$ cat src/rtl/vscale_md_iter.sv
// Iterative RISC-V M-extension multiply/divide unit retiring STEP bits per cycle.
// Shift-add multiply and restoring divide share one 2*XLEN accumulator.
module vscale_md_iter #(
  parameter int unsigned XLEN = 32,
  parameter int unsigned STEP = 1
) (
  input  logic            clk,
  input  logic            reset,
  input  logic            req_valid,
  output logic            req_ready,
  input  logic [2:0]      req_op,
  input  logic [XLEN-1:0] req_in_1,
  input  logic [XLEN-1:0] req_in_2,
  input  logic            kill,
  output logic            resp_valid,
  input  logic            resp_ready,
  output logic [XLEN-1:0] resp_result
);

  localparam int unsigned NSTEPS = XLEN / STEP;
  localparam int unsigned CNT_W  = (NSTEPS > 1) ? $clog2(NSTEPS) : 1;
  localparam logic [CNT_W-1:0] CNT_INIT = CNT_W'(NSTEPS - 1);
  localparam logic [XLEN-1:0]  MOST_NEG = {1'b1, {(XLEN-1){1'b0}}};

  localparam logic [2:0] OP_MUL    = 3'd0;
  localparam logic [2:0] OP_MULH   = 3'd1;
  localparam logic [2:0] OP_MULHSU = 3'd2;
  localparam logic [2:0] OP_MULHU  = 3'd3;
  localparam logic [2:0] OP_DIV    = 3'd4;
  localparam logic [2:0] OP_DIVU   = 3'd5;
  localparam logic [2:0] OP_REM    = 3'd6;
  localparam logic [2:0] OP_REMU   = 3'd7;

  typedef enum logic [1:0] {IDLE, COMPUTE, FINISH, DONE} state_t;

  state_t            state, state_next;
  logic [2:0]        op_q, op_next;
  logic              neg_q, neg_next;
  logic [XLEN-1:0]   mcand_q, mcand_next;
  logic [2*XLEN-1:0] acc_q, acc_next;
  logic [CNT_W-1:0]  cnt_q, cnt_next;
  logic [XLEN-1:0]   result_q, result_next;

  logic              sgn1, sgn2, req_neg, div0, ovf;
  logic [XLEN-1:0]   abs1, abs2;
  logic [2*XLEN-1:0] full;
  logic [XLEN-1:0]   quo, rem, fin_result;

  // STEP iterations of right-shifting shift-add: {hi, lo} starts as {0, multiplier}
  function automatic logic [2*XLEN-1:0] mul_steps(input logic [2*XLEN-1:0] acc,
                                                 input logic [XLEN-1:0]   mc);
    logic [2*XLEN-1:0] a;
    logic [XLEN:0]     sum;
    a = acc;
    for (int unsigned i = 0; i < STEP; i++) begin
      sum = {1'b0, a[2*XLEN-1:XLEN]} + (a[0] ? {1'b0, mc} : {(XLEN+1){1'b0}});
      a   = {sum, a[XLEN-1:1]};
    end
    return a;
  endfunction

  // STEP iterations of restoring division: {rem, quo} starts as {0, dividend}
  function automatic logic [2*XLEN-1:0] div_steps(input logic [2*XLEN-1:0] acc,
                                                 input logic [XLEN-1:0]   dv);
    logic [2*XLEN-1:0] a;
    logic [XLEN:0]     part;
    logic              qbit;
    a = acc;
    for (int unsigned i = 0; i < STEP; i++) begin
      part = {a[2*XLEN-1:XLEN], a[XLEN-1]};
      qbit = 1'b0;
      if (part >= {1'b0, dv}) begin
        part = part - {1'b0, dv};
        qbit = 1'b1;
      end
      a = {part[XLEN-1:0], a[XLEN-2:0], qbit};
    end
    return a;
  endfunction

  // Request decode: operand signedness, magnitudes, result sign and bypass cases
  always_comb begin
    sgn1 = req_in_1[XLEN-1] & (req_op == OP_MUL || req_op == OP_MULH ||
                               req_op == OP_MULHSU || req_op == OP_DIV || req_op == OP_REM);
    sgn2 = req_in_2[XLEN-1] & (req_op == OP_MUL || req_op == OP_MULH ||
                               req_op == OP_DIV || req_op == OP_REM);
    abs1 = sgn1 ? -req_in_1 : req_in_1;
    abs2 = sgn2 ? -req_in_2 : req_in_2;
    req_neg = (req_op == OP_REM) ? sgn1 : (sgn1 ^ sgn2);
    div0 = req_op[2] && (req_in_2 == '0);
    ovf  = (req_op == OP_DIV || req_op == OP_REM) &&
           (req_in_1 == MOST_NEG) && (req_in_2 == '1);
  end

  // Final sign correction and result selection
  always_comb begin
    full = neg_q ? -acc_q : acc_q;
    quo  = acc_q[XLEN-1:0];
    rem  = acc_q[2*XLEN-1:XLEN];
    fin_result = '0;
    case (op_q)
      OP_MUL:                         fin_result = full[XLEN-1:0];
      OP_MULH, OP_MULHSU, OP_MULHU:   fin_result = full[2*XLEN-1:XLEN];
      OP_DIV, OP_DIVU:                fin_result = neg_q ? -quo : quo;
      OP_REM, OP_REMU:                fin_result = neg_q ? -rem : rem;
      default:                        fin_result = '0;
    endcase
  end

  always_comb begin
    state_next  = state;
    op_next     = op_q;
    neg_next    = neg_q;
    mcand_next  = mcand_q;
    acc_next    = acc_q;
    cnt_next    = cnt_q;
    result_next = result_q;
    case (state)
      IDLE: begin
        if (req_valid) begin
          op_next  = req_op;
          neg_next = req_neg;
          cnt_next = CNT_INIT;
          if (div0 || ovf) begin
            // Bypass results are preloaded so FINISH selects them unmodified
            neg_next   = 1'b0;
            acc_next   = div0 ? {req_in_1, {XLEN{1'b1}}} : {{XLEN{1'b0}}, req_in_1};
            state_next = FINISH;
          end else begin
            mcand_next = req_op[2] ? abs2 : abs1;
            acc_next   = {{XLEN{1'b0}}, (req_op[2] ? abs1 : abs2)};
            state_next = COMPUTE;
          end
        end
      end
      COMPUTE: begin
        acc_next = op_q[2] ? div_steps(acc_q, mcand_q) : mul_steps(acc_q, mcand_q);
        cnt_next = cnt_q - CNT_W'(1);
        if (cnt_q == '0) state_next = FINISH;
      end
      FINISH: begin
        result_next = fin_result;
        state_next  = DONE;
      end
      DONE: begin
        if (resp_ready) state_next = IDLE;
      end
      default: state_next = IDLE;
    endcase
    if (kill) state_next = IDLE;
  end

  always_ff @(posedge clk) begin
    if (reset) begin
      state    <= IDLE;
      result_q <= '0;
    end else begin
      state    <= state_next;
      result_q <= result_next;
    end
  end

  always_ff @(posedge clk) begin
    op_q    <= op_next;
    neg_q   <= neg_next;
    mcand_q <= mcand_next;
    acc_q   <= acc_next;
    cnt_q   <= cnt_next;
  end

  assign req_ready   = (state == IDLE);
  assign resp_valid  = (state == DONE);
  assign resp_result = result_q;

endmodule

$ cat config.mk
export PLATFORM = sky130hd
export DESIGN_NAME = vscale_md_iter
export DESIGN_NICKNAME = d
export VERILOG_FILES = /design/src/rtl/vscale_md_iter.sv
export SDC_FILE = /design/constraint.sdc
export NUM_CORES = 1
export LEC_CHECK = 0
export CORE_UTILIZATION = 55
export CTS_CLUSTER_DIAMETER = 200
export DETAILED_ROUTE_END_ITERATION = 10
export GPL_TIMING_DRIVEN = 0
export PLACE_DENSITY = 0.9
export SYNTH_ARGS = -nofsm -noshare
export SYNTH_HDL_FRONTEND = slang
export SYNTH_SLANG_ARGS = --single-unit
$ cat constraint.sdc
create_clock -name clk -period 6.2 [get_ports clk]
set_input_delay 0.62 -clock clk [delete_from_list [all_inputs] [get_ports clk]]
set_output_delay 0.62 -clock clk [all_outputs]
set_load 0.01 [all_outputs]
* Yosys cells after proc, flatten, opt, wreduce, memory -nomap -nowiden *
Cells that the tools add are included.

word-level totals
  output and inout port bits = 34
  register bits = 139
  input port bits = 72
  logic and storage cells = 88

cells by class
  order comparisons = 1
  reduce and logical (&&, ||, !) cells = 25
  eq/ne operators = 19
  multiplexer cells = 24
  $add $sub $neg = 8
  bitwise logic cells = 4

operator list
  operator                count
  $mux W64                5
  $mux W32                8
  $neg A32 Y32            4
  $pmux W32 S4            1
  $pmux W64 S2            1
  $eq A32 B32 Y1 const B  2
  $neg A64 Y64            1
  $add A32 B32 Y33        1
  $ge A33 B32 Y1          1
  $logic_not A32 Y1       1
  $sub A32 B32 Y32        1
  $eq A3 B3 Y1 const B    6
  $pmux W5 S2             1
  $eq A3 B2 Y1 const B    3
  $logic_or A1 B1 Y1      8
  $mux W2                 4
  $pmux W2 S4             1
  $eq A3 B1 Y1 const B    2
  $logic_not A3 Y1        2
  $reduce_and A3 Y1       2
  $reduce_or A2 Y1        3
  $logic_not A5 Y1        1
  $mux W5                 1
  $sub A5 B1 Y5 const B   1
  13 further kinds        20

* Depth between registers and ports, before layout *
  depth after elaboration = 11
  gate-level depth with buffers = 14
  depth with buffers taken out = 13

* Worst setup path before layout *
No wires, ideal clock.

  kind = register -> register
  start point = reg state[1]
  end point = reg acc_q[0], enable pin
  stages on the path, launching flop included = 6
  arrival time = 5.707 ns
  path slack = -0.098 ns
  data required time = 5.608 ns
  library setup time = 0.592 ns
  buffers on the path = 1
  period minus slack after synthesis = 6.298 ns
  cells stage by stage = dfxtp_1 -> inv_1 -> ha_1 -> inv_1 -> clkbuf_1 -> o21ai_0

between the ends
  cells in the longest elaborated chain, start to end = 3
  elaborated cells on any way between the ends = 5
  classes of those cells = 2 x eq/ne; 3 x reduce/logical

ends and longest elaborated chain
  what                                                                 line  source
  from (decl)                                                          36    state_t state, state_next;
  from (signal assigned)                                               158   state <= state_next;
  $eq A2 B1 Y1 or $logic_not A2 Y1 (tied branches)                     118   case (state)
  $reduce_bool A2 Y1 (no source line) or $ne A2 B2 Y1 (tied branches)  -
  $reduce_and A2 Y1 (no source line) *                                 -
  to (signal assigned)                                                 167   acc_q <= acc_next;
  to (decl)                                                            40    logic [2*XLEN-1:0] acc_q, acc_next;

Mark *: on every way between the ends. The rest lies on a longest branch, timed or not.
A chain may end at the register's enable or synchronous reset.

* Worst setup path after layout *
  start point = reg acc_q[0]
  end point = reg acc_q[48], data pin

between the ends
  cells in the longest elaborated chain, start to end = 4

ends and longest elaborated chain
  what                    line  source
  $mux W32                56    sum = {1'b0, a[2*XLEN-1:XLEN]} + (a[0] ? {1'b0, mc} : {(XLEN+1){1'b0}});
  $add A32 B32 Y33        56
  $mux W64                137   acc_next = op_q[2] ? div_steps(acc_q, mcand_q) : mul_steps(acc_q, mcand_q);
  $pmux W64 S2            118
  named net acc_next[48]  40

The timed path passes the listed nets, and every way through them passes these cells.

==> impl_metrics.py <==
metrics = {
    "outcome": {
        "status": "finished clean",
    },
    "power_and_ir_drop": {
        "power_density_mw_per_mm2": 236,
        "pwr-share-clk": 0.273,
        "comb_power_share": 0.402,
        "switching_share": 0.421,
        "finalPower_w": 0.00383,
        "p_int_w": 0.00222,
        "switchingPower_w": 0.00161,
        "power_frac_seq": 0.324,
        "p_leak_nw": 6.24,
        "irDropWorstVdd_v": 0.000166,
    },
    "cts": {
        "post_cts_buffers": 0,
        "clock_latency_ns": 0.46,
        "cts_hold_buf": 0,
        "cts.sinks": 139,
        "clkTransAtPathRegs_ns": 0.08,
        "cts.htree.levels": 4,
        "cts_buffer_depth": 2,
        "ctsResizeCount": 0,
        "cts_buffers": 17,
        "tritoncts": "done",
        "root_buffer": "clkbuf_16",
    },
    "setup_path": {
        "cp_num_buf_inv": 2,
        "start_kind": "flop",
        "rr_startpoint": "acc_q[0]",
        "cp-endpoint": "acc_q[48]",
        "critPathLaunch": "acc_q[0]",
        "crit_cells": 13,
        "arrival_ns": 4.83,
        "required_ns": 6.40,
        "worstSetupPathType": "reg2reg",
        "cp_top_family": "compound AO/OA/AOI/OAI gates",
        "critPathSlowestCell": "o41ai_1",
        "crit_fanout": 10,
        "timing.rr.end": "acc_q[48]",
        "worst_path_most_repeated_cell": "o21ai_0",
        "crit_chain": "inv_1 -> clkbuf_1 -> nor2_1 -> ha_1 -> o21ai_0 -> a21o_1 -> a211oi_1 -> o41ai_1 -> nand2b_1 -> xor2_1 -> o21ai_0 -> a21oi_1 -> a31o_2",
        "slowest_delay_ns": 0.85,
        "r2r_slack_ns": 1.57,
        "ff2ff_path_depth": 13,
        "cp-end-kind": "flop",
    },
    "synth": {
        "syn-num-nets": 1907,
        "synth.distinct_cells": 88,
        "synth_cells": 1759,
        "ys.warnings.count": 0,
        "synthXorXnorAreaFrac": 0.0977,
        "synth_fa_ha_area_frac": 0.0682,
        "syn_area_per_cell_um2": 8.05,
        "ys_async_sr_fraction": 0,
        "seq_area_frac_synth": 0.271,
        "synth_area_mm2": 0.0142,
        "synth.mux.area_fraction": 0.0592,
        "synthSimpleGateAreaFrac": 0.197,
        "synth-edff-count": 105,
        "synthFlopType": "edfxtp_1",
        "synth-compound-area-share": 0.252,
        "ys_seq_elements": 139,
        "synth_top_family_by_area": "compound AO/OA/AOI/OAI gates",
    },
    "floorplanning": {
        "initial_utilization": 0.562,
        "die-area_mm2": 0.0264,
        "io_pins": 106,
        "fp.dieH_um": 162,
        "core_mm2": 0.0252,
        "fp-row-count": 58,
        "dieWidth_um": 162,
    },
    "route": {
        "drc_errors": 0,
        "ant_nets": 0,
        "drt-pass1-iter-count": 9,
        "wirelength_um": 57400,
        "avgViaCountPerCell": 6.95,
        "first_iter_violations": 2627,
        "dr_total_vias": 15500,
        "wl_per_cell_um": 25.8,
    },
    "hold_path": {
        "hold_path_class": "reg2reg",
    },
    "global_routing": {
        "track_usage": 0.436,
        "overflow": 0,
        "grt_pass1_vias": 14500,
        "antenna_found_initial": 0,
        "grt_max_degree": 33,
        "grt_pass1_wl_um": 86000,
    },
    "layout": {
        "nets": 2032,
        "synthToLayoutAreaGrowth_pct": 14.8,
        "drive_gt1_frac": 0.0532,
        "fin_area_mm2": 0.0163,
    },
    "timing": {
        "finalHoldViolCount": 0,
        "worstMarginPinSlew_ns": 1.09,
        "slew_viol_final": 0,
        "skew_ns": 0.0172,
        "max_slew_margin": 0.263,
        "setup_viol": 0,
        "clock.fmax_mhz": 216,
        "hold_slack_ns": 0.466,
        "timing.final.crit_share": 0.746,
        "rsz0062_at_grt": "no",
        "post-route-min-period_ns": 4.63,
    },
    "job": {
        "drv_cap": 0,
    },
    "place": {
        "dp_hpwl_um": 45000,
        "place_area_mm2": 0.0157,
        "port_buffers": 104,
        "gp_congestion": 1.09,
    },
}
## sequential cells by signal (all words and copies together), names as in the netlist
name and cells:
state 2, mcand_q 32, cnt_q 5, acc_q 64, op_q 3, resp_result 32, neg_q 1
## worst reg2reg max path: cells and delay by family, from the launching register on
family	cells	cell delay [ns]
AO/OA/AOI/OAI	7	2.40
XOR/XNOR	1	0.19
adder cells (fa/ha/maj)	1	0.34
buffers and inverters	2	0.72
flip-flops	1	0.49
AND/OR/NAND/NOR	2	0.26
## how the worst min path moves through the flow
| stage | depth (start not counted) | from | endpoint | slack (ns) |
|---|---|---|---|---|
| after global routing | 2 | resp_result[5] | resp_result[5] | 0.49 |
| after detailed placement | 2 | resp_result[12] | resp_result[12] | 0.46 |
| after global placement | 2 | resp_result[26] | resp_result[26] | 0.45 |
| final | 2 | resp_result[22] | resp_result[22] | 0.47 |
| after CTS | 2 | resp_result[12] | resp_result[12] | 0.47 |
| after floorplan | 2 | resp_result[26] | resp_result[26] | 0.48 |
## per-stage QoR
stage / TNS (ns) / setup slack (ns) / cells / util
floorplan: 0 / 1.77 / 1759 / -
global placement: -15.44 / -0.236 / 2193 / 0.620
detailed placement: 0 / 1.37 / 2195 / 0.623
CTS: 0 / 1.73 / 2227 / 0.646
global route: 0 / 1.34 / 2227 / 0.646
finish: 0 / 1.57 / 2228 / 0.646
## power by group through the flow
stage | Combinational, W | Clock [W] | Sequential [W]
2_1_floorplan | 0.000999 | 0 | 0.00120
3_5_place_dp | 0.00146 | 0 | 0.00125
3_3_place_gp | 0.00142 | 0 | 0.00125
4_1_cts | 0.00147 | 0.00103 | 0.00123
6_report | 0.00154 | 0.00105 | 0.00124
5_1_grt | 0.00164 | 0.00106 | 0.00124
## cells in the mapped netlist (all sizes together) (8+ instances only)
cell type / instances / area, µm²
o21ai: 143 / 719
o31ai: 23 / 173
mux2i: 77 / 771
o21bai: 8 / 60.1
nor4: 27 / 199
or2: 12 / 77.6
ha: 74 / 926
xor2: 72 / 631
or3: 16 / 108
nand2: 143 / 537
nor2: 184 / 693
o211ai: 14 / 105
edfxtp: 105 / 3150
o41ai: 15 / 139
o21a: 13 / 97.6
xnor2: 86 / 753
dfxtp: 34 / 681
clkbuf: 81 / 365
a22o: 8 / 70.1
nand3: 30 / 150
a21o: 32 / 240
inv: 76 / 285
o22ai: 10 / 62.6
a21oi: 160 / 801
a31oi: 28 / 175
or4: 20 / 171
nand2b: 17 / 106
a22oi: 10 / 75.1
o221ai: 15 / 138
a211oi: 21 / 158
and2: 11 / 68.8
nor3: 51 / 255
buf: 14 / 80.1
and3: 14 / 87.6
nand4: 16 / 100
## cell usage in the layout, fill, tap and decap left out, types with 7 or more instances in the layout
master / synthesis / layout
a31oi_1: 28 / 28
edfxtp_1: 105 / 105
a22o_1: 8 / 8
o221ai_1: 14 / 14
o211ai_1: 14 / 14
clkbuf_16: 0 / 17
a21oi_1: 160 / 160
o21ai_0: 142 / 141
ha_1: 74 / 74
nand2b_1: 17 / 17
buf_1: 7 / 7
nor3_1: 51 / 51
dfxtp_1: 34 / 34
inv_1: 76 / 76
nand3_1: 30 / 30
or2_2: 11 / 11
a211oi_1: 21 / 21
and2_1: 10 / 10
nand4_1: 16 / 16
nand2_1: 143 / 143
mux2i_1: 77 / 77
o22ai_1: 10 / 10
xor2_1: 72 / 72
o21bai_1: 8 / 8
clkbuf_1: 74 / 74
xnor2_1: 86 / 86
a2111oi_0: 7 / 7
or4_1: 13 / 13
nor2_1: 183 / 182
a21o_1: 32 / 32
o31ai_1: 23 / 23
nor4_1: 25 / 25
o21a_1: 13 / 13
a22oi_1: 10 / 10
clkdlybuf4s50_1: 0 / 104
and3_1: 14 / 14
or3_1: 13 / 13
o41ai_1: 14 / 14
## area by class of cell
| cell class | count | area, µm² |
|---|---|---|
| flip-flops and latches | 139 | 3830 |
| well taps | 330 | 413 |
| multi-input cells | 1445 | 9560 |
| diodes | 1 | 2.50 |
| repair buffers | 106 | 1090 |
| inverters | 78 | 293 |
| plain buffers | 97 | 488 |
| clock inverters | 15 | 151 |
| clock buffers | 17 | 425 |
| fillers | 2113 | 8920 |
## kinds of logic (layout without fill, tap and decap cells)
group,after synthesis,in the layout
simple gates,568,568
compound gates,560,560
buf+inv,175,313
xor+xnor,158,158
flops,139,139
mux,83,83
fa+ha+maj,76,76
other cells,0,1
## per-layer routing
layer  global-route usage  share of wire  up-vias
li1                     -              -     6799
met2                0.646           0.41     1290
met3                0.143           0.15      263
met1                0.555           0.37     7141
met4                0.249          0.069        0
met5                    0              0        -
(Power assumes the default switching activity.)
